**config.mk**
```make
export PLATFORM = sky130hd
export DESIGN_NAME = study_scorer
export DESIGN_NICKNAME = d
export VERILOG_FILES = /design/src/rtl/study_scorer.sv
export SDC_FILE = /design/constraint.sdc
export NUM_CORES = 1
export LEC_CHECK = 0
export BUFFER_PORTS_ARGS = -buffer_cell sky130_fd_sc_hd__buf_4
export CAP_MARGIN = 10
export CORE_MARGIN = 5
export CORE_UTILIZATION = 25
export DETAILED_ROUTE_END_ITERATION = 12
export PLACE_DENSITY = 0.49
export SLEW_MARGIN = 5
export SYNTH_ARGS = -nofsm -noshare
export SYNTH_HDL_FRONTEND = slang
export SYNTH_SLANG_ARGS = --single-unit
```
**constraint.sdc**
```tcl
create_clock -name clk -period 9.7 [get_ports clk]
set_clock_uncertainty 0.15 [all_clocks]
set_input_delay 0 -clock clk [delete_from_list [all_inputs] [get_ports clk]]
set_output_delay 0 -clock clk [all_outputs]
set_load 0.05 [all_outputs]
```
**src/rtl/study_scorer.sv**
```systemverilog
// study_scorer
//   Learn-mode engine for the piano. Walks a song held in an external ROM,
//   lights the LED of the note the player must press next, judges each new key
//   press against the stored note and octave, keeps saturating hit and miss
//   counts and turns an idle step into a miss after TIMEOUT_CYCLES.
//
//   ROM entry, MSB first: end_flag(1) octave(2) note(3) length(LEN_BITS).
//   note 0, or any value above NOTE_KEYS, is a rest of (length+1)*REST_UNIT
//   cycles.
//
// Ports
//   clk, rst     clock; asynchronous active-high reset
//   en           mode enable; low sends the engine to IDLE on the next edge
//   start        one-cycle pulse; starts a run from entry 0 when idle
//   strict       1: a wrong press advances; 0: a wrong press retries the entry
//   note_key     debounced, synchronised key levels
//   octave       player's current octave
//   rom_addr     song ROM address (rom_data follows one cycle later)
//   rom_data     song ROM entry
//   note_led     one-hot LED of the goal note (GUIDE only)
//   goal_octave  octave of the current entry
//   hit_pulse    one cycle per correct press
//   miss_pulse   one cycle per wrong press or timeout
//   score        hit count, saturating
//   misses       miss count, saturating
//   idx          current entry index
//   busy         high in every state except IDLE
//   done         one-cycle pulse when a run completes
//
// The FSM state is held in the enum register 'state' for observation.
module study_scorer #(
  parameter int NOTE_KEYS      = 7,
  parameter int LEN_BITS       = 3,
  parameter int SONG_DEPTH     = 64,
  parameter int TIMEOUT_CYCLES = 200_000_000,
  parameter int REST_UNIT      = 25_000_000,
  parameter int SCORE_BITS     = 8,
  localparam int ADDR_W        = $clog2(SONG_DEPTH),
  localparam int ENTRY_W       = 6 + LEN_BITS
) (
  input  logic                  clk,
  input  logic                  rst,
  input  logic                  en,
  input  logic                  start,
  input  logic                  strict,
  input  logic [NOTE_KEYS-1:0]  note_key,
  input  logic [1:0]            octave,
  output logic [ADDR_W-1:0]     rom_addr,
  input  logic [ENTRY_W-1:0]    rom_data,
  output logic [NOTE_KEYS-1:0]  note_led,
  output logic [1:0]            goal_octave,
  output logic                  hit_pulse,
  output logic                  miss_pulse,
  output logic [SCORE_BITS-1:0] score,
  output logic [SCORE_BITS-1:0] misses,
  output logic [ADDR_W-1:0]     idx,
  output logic                  busy,
  output logic                  done
);

  // The timer serves both the GUIDE timeout and the longest rest.
  localparam longint REST_MAX = longint'(2 ** LEN_BITS) * longint'(REST_UNIT);
  localparam longint TMR_MAX  = (longint'(TIMEOUT_CYCLES) > REST_MAX) ?
                                longint'(TIMEOUT_CYCLES) : REST_MAX;
  localparam int TMR_W = $clog2(TMR_MAX + 1);

  localparam logic [TMR_W-1:0]  TIMEOUT_LAST = TMR_W'(TIMEOUT_CYCLES - 1);
  localparam logic [TMR_W-1:0]  REST_UNIT_T  = TMR_W'(REST_UNIT);
  localparam logic [TMR_W-1:0]  TMR_ONE      = TMR_W'(1);
  localparam logic [ADDR_W-1:0] IDX_LAST     = ADDR_W'(SONG_DEPTH - 1);

  typedef enum logic [2:0] {
    IDLE, FETCH, LATCH, GUIDE, REST, ADVANCE, DONE
  } state_t;

  state_t               state;
  logic [NOTE_KEYS-1:0] key_prev;
  logic [2:0]           goal_note;
  logic [LEN_BITS-1:0]  goal_len;
  logic                 end_flag;
  logic [TMR_W-1:0]     timer;

  function automatic logic [NOTE_KEYS-1:0] note_onehot(input logic [2:0] n);
    logic [NOTE_KEYS-1:0] v;
    v = '0;
    for (int k = 0; k < NOTE_KEYS; k++)
      if (int'(n) == k + 1) v[k] = 1'b1;
    return v;
  endfunction

  function automatic logic [SCORE_BITS-1:0] sat_inc(input logic [SCORE_BITS-1:0] c);
    return (&c) ? c : c + SCORE_BITS'(1);
  endfunction

  // ROM entry fields
  logic                e_end;
  logic [1:0]          e_oct;
  logic [2:0]          e_note;
  logic [LEN_BITS-1:0] e_len;
  logic                e_is_note;

  assign e_end     = rom_data[ENTRY_W-1];
  assign e_oct     = rom_data[ENTRY_W-2 -: 2];
  assign e_note    = rom_data[LEN_BITS+2 -: 3];
  assign e_len     = rom_data[LEN_BITS-1:0];
  assign e_is_note = (e_note != 3'd0) && (int'(e_note) <= NOTE_KEYS);

  // A press is a rising key level. Comparing the whole new-press vector with
  // the one-hot goal rejects wrong keys and multi-key chords in one test.
  logic [NOTE_KEYS-1:0] new_press;
  logic                 any_press;
  logic                 good_press;
  logic [TMR_W-1:0]     rest_last;

  assign new_press  = note_key & ~key_prev;
  assign any_press  = |new_press;
  assign good_press = (new_press == note_onehot(goal_note)) && (octave == goal_octave);
  assign rest_last  = (TMR_W'(goal_len) + TMR_ONE) * REST_UNIT_T - TMR_ONE;

  assign rom_addr = idx;
  assign busy     = (state != IDLE);

  always_ff @(posedge clk or posedge rst) begin
    if (rst) begin
      state       <= IDLE;
      key_prev    <= '0;
      goal_note   <= '0;
      goal_len    <= '0;
      end_flag    <= 1'b0;
      timer       <= '0;
      note_led    <= '0;
      goal_octave <= '0;
      hit_pulse   <= 1'b0;
      miss_pulse  <= 1'b0;
      score       <= '0;
      misses      <= '0;
      idx         <= '0;
      done        <= 1'b0;
    end else begin
      key_prev   <= note_key;
      hit_pulse  <= 1'b0;
      miss_pulse <= 1'b0;
      done       <= 1'b0;
      if (!en) begin
        state    <= IDLE;
        note_led <= '0;
      end else begin
        case (state)
          IDLE: begin
            if (start) begin
              idx    <= '0;
              score  <= '0;
              misses <= '0;
              state  <= FETCH;
            end
          end
          FETCH: state <= LATCH;
          LATCH: begin
            end_flag    <= e_end;
            goal_octave <= e_oct;
            goal_note   <= e_note;
            goal_len    <= e_len;
            timer       <= '0;
            if (e_is_note) begin
              note_led <= note_onehot(e_note);
              state    <= GUIDE;
            end else begin
              note_led <= '0;
              state    <= REST;
            end
          end
          GUIDE: begin
            // A press on the timeout cycle is judged; the timeout is not taken.
            if (any_press) begin
              if (good_press) begin
                hit_pulse <= 1'b1;
                score     <= sat_inc(score);
                note_led  <= '0;
                state     <= ADVANCE;
              end else begin
                miss_pulse <= 1'b1;
                misses     <= sat_inc(misses);
                timer      <= '0;
                if (strict) begin
                  note_led <= '0;
                  state    <= ADVANCE;
                end
              end
            end else if (timer == TIMEOUT_LAST) begin
              miss_pulse <= 1'b1;
              misses     <= sat_inc(misses);
              note_led   <= '0;
              state      <= ADVANCE;
            end else begin
              timer <= timer + TMR_ONE;
            end
          end
          REST: begin
            if (timer == rest_last) state <= ADVANCE;
            else                    timer <= timer + TMR_ONE;
          end
          ADVANCE: begin
            if (end_flag || idx == IDX_LAST) begin
              done  <= 1'b1;
              state <= DONE;
            end else begin
              idx   <= idx + ADDR_W'(1);
              state <= FETCH;
            end
          end
          DONE:    state <= IDLE;
          default: state <= IDLE;
        endcase
      end
    end
  end

endmodule

```
Word-level counts from Yosys, hierarchy flattened

Index checks and enable logic that the tools add are counted.

Bits in read-only memories: 0
Latch bits: 0
Bits in writable memories: 0
Bits in registers: 79
Bits of input ports: 23
Memories kept: 0

Div/mod/pow operators: 0
$mul: 1
Reductions and logical operators: 18
Shift-type cells: 0
Bitwise gates (word level): 2
$add $sub $neg: 6
Equality and inequality tests: 38
Multiplexer cells: 61
Magnitude comparators: 0

Operators by type and width:

| kind                    | number |
|---|---|
| $mux W28                | 4 |
| $pmux W28 S3            | 1 |
| $mux W8                 | 8 |
| $mux W7                 | 6 |
| $pmux W8 S2             | 2 |
| $eq A3 B3 Y1 const B    | 10 |
| $add A28 B1 Y28 const B | 1 |
| $eq A28 B28 Y1          | 1 |
| $eq A28 B28 Y1 const B  | 1 |
| $sub A28 B1 Y28 const B | 1 |
| $mux W3                 | 9 |
| $mux W1                 | 26 |
| $mul A4 B19 Y22 const B | 1 |
| $eq A3 B2 Y1 const B    | 6 |
| $pmux W3 S6             | 1 |
| $add A8 B1 Y8 const B   | 2 |
| $reduce_and A8 Y1       | 2 |
| $ne A3 B3 Y1 const B    | 5 |
| $pmux W7 S2             | 1 |
| $mux W6                 | 2 |
| $ne A2 B2 Y1 const B    | 6 |
| $pmux W6 S2             | 1 |
| $reduce_and A5 Y1       | 2 |
| $eq A3 B1 Y1 const B    | 3 |
| other kinds (20)        | 24 |

Logic depth before layout (Yosys ltp)

Depth after elaboration: 8
Gate-level depth with buffers: 24
Gate-level depth less buffers: 20

Worst setup path after synthesis

OpenSTA, ideal clock, no wires.

Path type: register to register
From: reg goal_len[0]
To: reg timer[0]
Cell stages (with the launch flop): 24
Slack: 4.087 ns
Arrival: 5.345 ns
Required time: 9.432 ns
Period minus slack after synthesis: 5.613 ns
Path through: dfrtp_1 clkbuf_1 inv_1 ha_1 clkbuf_1 inv_1 ha_1 nor2_1 inv_1 fa_1 ha_1 buf_6 o211ai_1 o21a_2 xnor2_1 or3b_4 or4_4 a2111oi_1 o311ai_2 o21ai_2 buf_6 buf_8 nor3_1 a21o_1

Longest elaborated chain between the ends: 6

RTL lines:

| element                            | RTL line | source |
|---|---|---|
| start, declared                    | 79       | `logic [LEN_BITS-1:0] goal_len;` |
| start signal, assigned             | 162      | `goal_len <= e_len;` |
| $add A3 B1 Y4                      | 118      | `assign rest_last = (TMR_W'(goal_len) + TMR_ONE) * REST_UNIT_T - TMR_ONE;` |
| $mul A4 B19 Y22                    | 118      |  |
| $sub A28 B1 Y28                    | 118      |  |
| $eq A28 B28 Y1                     | 199      | `if (timer == rest_last) state <= ADVANCE;` |
| $ne A2 B2 Y1 (no source line)      | -        |  |
| $reduce_and A5 Y1 (no source line) | -        |  |
| end signal, assigned               | 195      | `timer <= timer + TMR_ONE;` |
| end signal, assigned               | 200      | `else timer <= timer + TMR_ONE;` |
| end, declared                      | 81       | `logic [TMR_W-1:0] timer;` |

No other way between the ends.
A chain may end at the register's enable or synchronous reset.

Worst setup path after layout

From: reg goal_len[0]
To: reg timer[11]

The elaborated chain is that of the path after synthesis.

==> Implementation_results.wiki <==
{| class="wikitable"
! Metric !! Value
|-
| Leakage dissipation || 0.002983 uW
|-
| First-pass GRT wire length || 25160 um
|-
| TritonCTS clock tree || done
|-
| Initial standard-cell utilization of the core || 25.43%
|-
| Library cell occupying the most area in the post-synthesis netlist || sky130_fd_sc_hd__dfrtp_1
|-
| Headroom to the max-slew limit || 38.41%
|-
| Detailed-router iteration count before antenna repair || 5
|-
| Area of the die || 25280 um^2
|-
| Final sum of negative setup slack || 0 ns
|-
| Count of antenna diodes in the layout || 0
|-
| DP HPWL || 11070 um
|-
| Ys async rst share || 100.0%
|-
| WP data arrival || 6.34 ns
|-
| Kind of capture point of the worst setup path || flop
|-
| Most area-consuming cells after synthesis || sky130_fd_sc_hd__dfrtp_1 36%, sky130_fd_sc_hd__ha_1 6.3%, sky130_fd_sc_hd__xor2_1 4.9%, sky130_fd_sc_hd__xnor2_1 3.8%, sky130_fd_sc_hd__nor2_1 3.7%
|-
| CTS clock-pin slew for the worst setup and hold paths || 0.07 ns
|-
| Initial antenna violation count || 0
|-
| Hold path depth || 2
|-
| Number of register bits inferred by synthesis || 79
|-
| Synth Area per Inst || 8.838 um^2
|-
| Prevailing post-synth register cell || sky130_fd_sc_hd__dfrtp_1
|-
| Number of nets at the end of the flow || 750
|-
| Maximum operating frequency || 158.3 MHz
|-
| Synthesized instance count || 628
|-
| Post-CTS Resized || 0
|-
| Final cycle utilization of the critical path || 65.14%
|-
| Share of layout cells above drive strength 1 || 16.29%
|-
| Ratio of total power to cell area || 403.0 nW/um^2
|-
| Insertion delay to the later sink of the worst-skew pair || 0.34 ns
|-
| CTS buffer count || 9
|-
| Total via count after detailed routing || 4763
|-
| Total of fill cells in the finished design || 2300
|-
| DR WL/cell || 15.09 um
|-
| Leading cell type by number of instances after synthesis || sky130_fd_sc_hd__dfrtp_1
|-
| GR Util met1 || 15.91%
|-
| R2r setup slk || 3.38 ns
|-
| Required arrival time at the worst endpoint || 9.72 ns
|-
| Final Hold Viols || 0
|-
| Category of the worst setup path launch point || flop
|-
| RSZ-0062 raised after global routing || false
|-
| Post-layout power || 2714 uW
|-
| Cell variety after synth || 70
|-
| Top-area cell type share of the netlist area || 35.62%
|-
| Max cap viols || 0
|-
| EDFF count, synth || 0
|-
| GR Util met2 || 19.34%
|-
| Vias per inst || 4.860
|-
| Cell count of the worst reg-to-reg path || 18
|-
| Floorplan core area || 21820 um^2
|-
| Deepest level of the CTS H-tree || 3
|-
| Post-Synthesis Net Count || 683
|-
| Num ports || 64
|-
| Port Buf Inserts || 63
|-
| GP Congestion || 0.8090
|-
| DRC errors left || 0
|-
| Minimum clock period || 6.318 ns
|-
| Busiest layer in global routing || met2
|-
| Vias in the first global route || 4808
|-
| Layout Cell Area excl Fill || 6734 um^2
|-
| Number of synthesis warnings || 0
|-
| Clk Tree Root Cell || sky130_fd_sc_hd__clkbuf_16
|-
| Actual transition at the worst max-transition pin || 0.9239 ns
|-
| Placed Instance Area || 6245 um^2
|-
| Synthesis-to-layout area growth || 21.33%
|-
| Number of failing setup endpoints in the final timing report || 0
|-
| Syn Std Cell Area || 5550 um^2
|-
| GRT Resource Usage Total || 11.71%
|-
| Met3 Track Usage GR || 2.019%
|-
| Largest buffer count on any clock path || 2
|-
| Number of nets still failing antenna checks after routing || 0
|-
| Share of synthesized area occupied by flip-flops and latches || 35.62%
|-
| Worst slack at placement || 3.365 ns
|-
| Outcome || completed
|-
| Number of buffers inserted to repair setup after CTS || 0
|-
| Number of DRC markers after the initial detailed-route iteration || 192
|-
| Min setup slack post-route || 3.382 ns
|-
| Commonest cells in the netlist || 79 x sky130_fd_sc_hd__dfrtp_1, 55 x sky130_fd_sc_hd__nor2_1, 49 x sky130_fd_sc_hd__nand2_1, 32 x sky130_fd_sc_hd__inv_1, 31 x sky130_fd_sc_hd__xor2_1
|-
| Y dimension of the die || 159 um
|-
| Maximum fanout along the worst path || 21
|-
| TritonCTS sink count || 79
|-
| Total grt overflow || 0
|-
| Critical path start-end classification || flop to flop
|-
| Type of the tightest min-delay check || input pin to flop
|-
| Sum of routed wire length over all layers || 14790 um
|-
| IR Drop Worst-Case VDD || 0.2323 mV
|-
| Largest net degree at the start of global routing || 71
|-
| Width of the die || 159 um
|-
| Max Slew Vio Count || 0
|-
| Cell Rows || 54
|}
## critical path: stages (launching register included)
cell and delay [ns]:
sky130_fd_sc_hd__dfrtp_1 0.65, sky130_fd_sc_hd__inv_1 0.27, sky130_fd_sc_hd__ha_1 0.53, sky130_fd_sc_hd__inv_1 0.15, sky130_fd_sc_hd__ha_1 0.22, sky130_fd_sc_hd__nor2_1 0.13, sky130_fd_sc_hd__inv_1 0.08, sky130_fd_sc_hd__fa_1 0.36
sky130_fd_sc_hd__ha_1 0.53, sky130_fd_sc_hd__o211ai_1 0.20, sky130_fd_sc_hd__o21a_2 0.25, sky130_fd_sc_hd__xnor2_1 0.14, sky130_fd_sc_hd__or3b_4 0.42, sky130_fd_sc_hd__or4_4 0.49, sky130_fd_sc_hd__a2111oi_1 0.48, sky130_fd_sc_hd__o311ai_2 0.18
sky130_fd_sc_hd__o21ai_2 0.64, sky130_fd_sc_hd__or4_1 0.22, sky130_fd_sc_hd__a21oi_1 0.06
## metal layers
metal | vias to the layer above | part of all wire, %
li1 | 2370 | -
met1 | 2301 | 49
met2 | 79 | 47
met3 | 13 | 3.2
met4 | 0 | 1.1
met5 | - | 0
## cell usage in the layout, fill, tap and decap left out, drive strengths merged, types with 7 or more instances in the layout
cell	instances
o21ai	38
and3	13
nor3	12
a21o	7
nand3b	7
nor2	55
nand2b	13
dlygate4sd3	20
xnor2	24
nand4	18
inv	35
or3	11
xor2	31
buf	68
o211ai	8
nor2b	12
clkbuf	10
dfrtp	79
a21oi	26
nand2	49
mux2	13
ha	28
nand3	29
## repair_timing
| item | 4_1_cts | 5_1_grt |
|---|---|---|
| hold endpoints to repair | 37 | 0 |
| setup endpoints to repair | 0 | 0 |
| hold buffers | 20 | 0 |
## report_power, final
group | internal (uW) | switching, uW | leakage (uW) | total, uW
combinational | 831 | 1150 | 0.00178 | 1980
sequential | 354 | 51.9 | 0.00107 | 406
clock | 185 | 146 | 0.000142 | 331
## worst paths after layout
check                                 start          end
worst max-delay path            goal_len[0]    timer[11]
worst min-delay path            note_key[2]  key_prev[2]
worst max register to register  goal_len[0]    timer[11]
worst min register to register  note_led[2]  note_led[2]
max in group asynchronous               rst     timer[4]
min in group asynchronous               rst     score[4]
## cell type report
type                            instances  area (um^2)  area share [%]
Tap cell                              280        350.3           5.203
Timing Repair Buffer                   88        710.7           10.55
Multi-Input combinational cell        485         3286           48.79
Inverter                               32        121.4           1.802
Sequential cell                        79         1977           29.36
Clock inverter                          6        50.05          0.7432
Clock buffer                           10        239.0           3.549
## metrics by stage
step | hold slack (ns) | utilization [%] | instances
final | 0.1771 | 30.86 | 980
after global routing | 0.1702 | 30.86 | 980
after CTS | 0.1642 | 30.86 | 980
after detailed placement | -0.2309 | 28.61 | 944
after global placement | -0.2292 | 28.61 | 944
after floorplan | -0.1186 | - | 628
## registers in the layout, indices dropped and copies added, names as in the netlist
name         cells
goal_len         3
score            8
done             1
miss_pulse       1
goal_octave      2
key_prev         7
goal_note        3
misses           8
end_flag         1
note_led         7
timer           28
idx              6
state            3
hit_pulse        1
## kinds of logic (layout without fill, tap and decap cells)
| family | Yosys count | after routing | share of synthesized area [%] |
|---|---|---|---|
| AOI/OAI and AO/OA | 125 | 125 | 15.08 |
| xor gates and xnor gates | 55 | 55 | 8.679 |
| adders and majority gates | 32 | 32 | 7.755 |
| buffers and inverters | 64 | 136 | 5.230 |
| DFF | 79 | 79 | 35.62 |
| muxes | 15 | 15 | 2.998 |
| and+or+nand+nor | 258 | 258 | 24.64 |
Note: power is estimated with default switching activity, not from simulation.
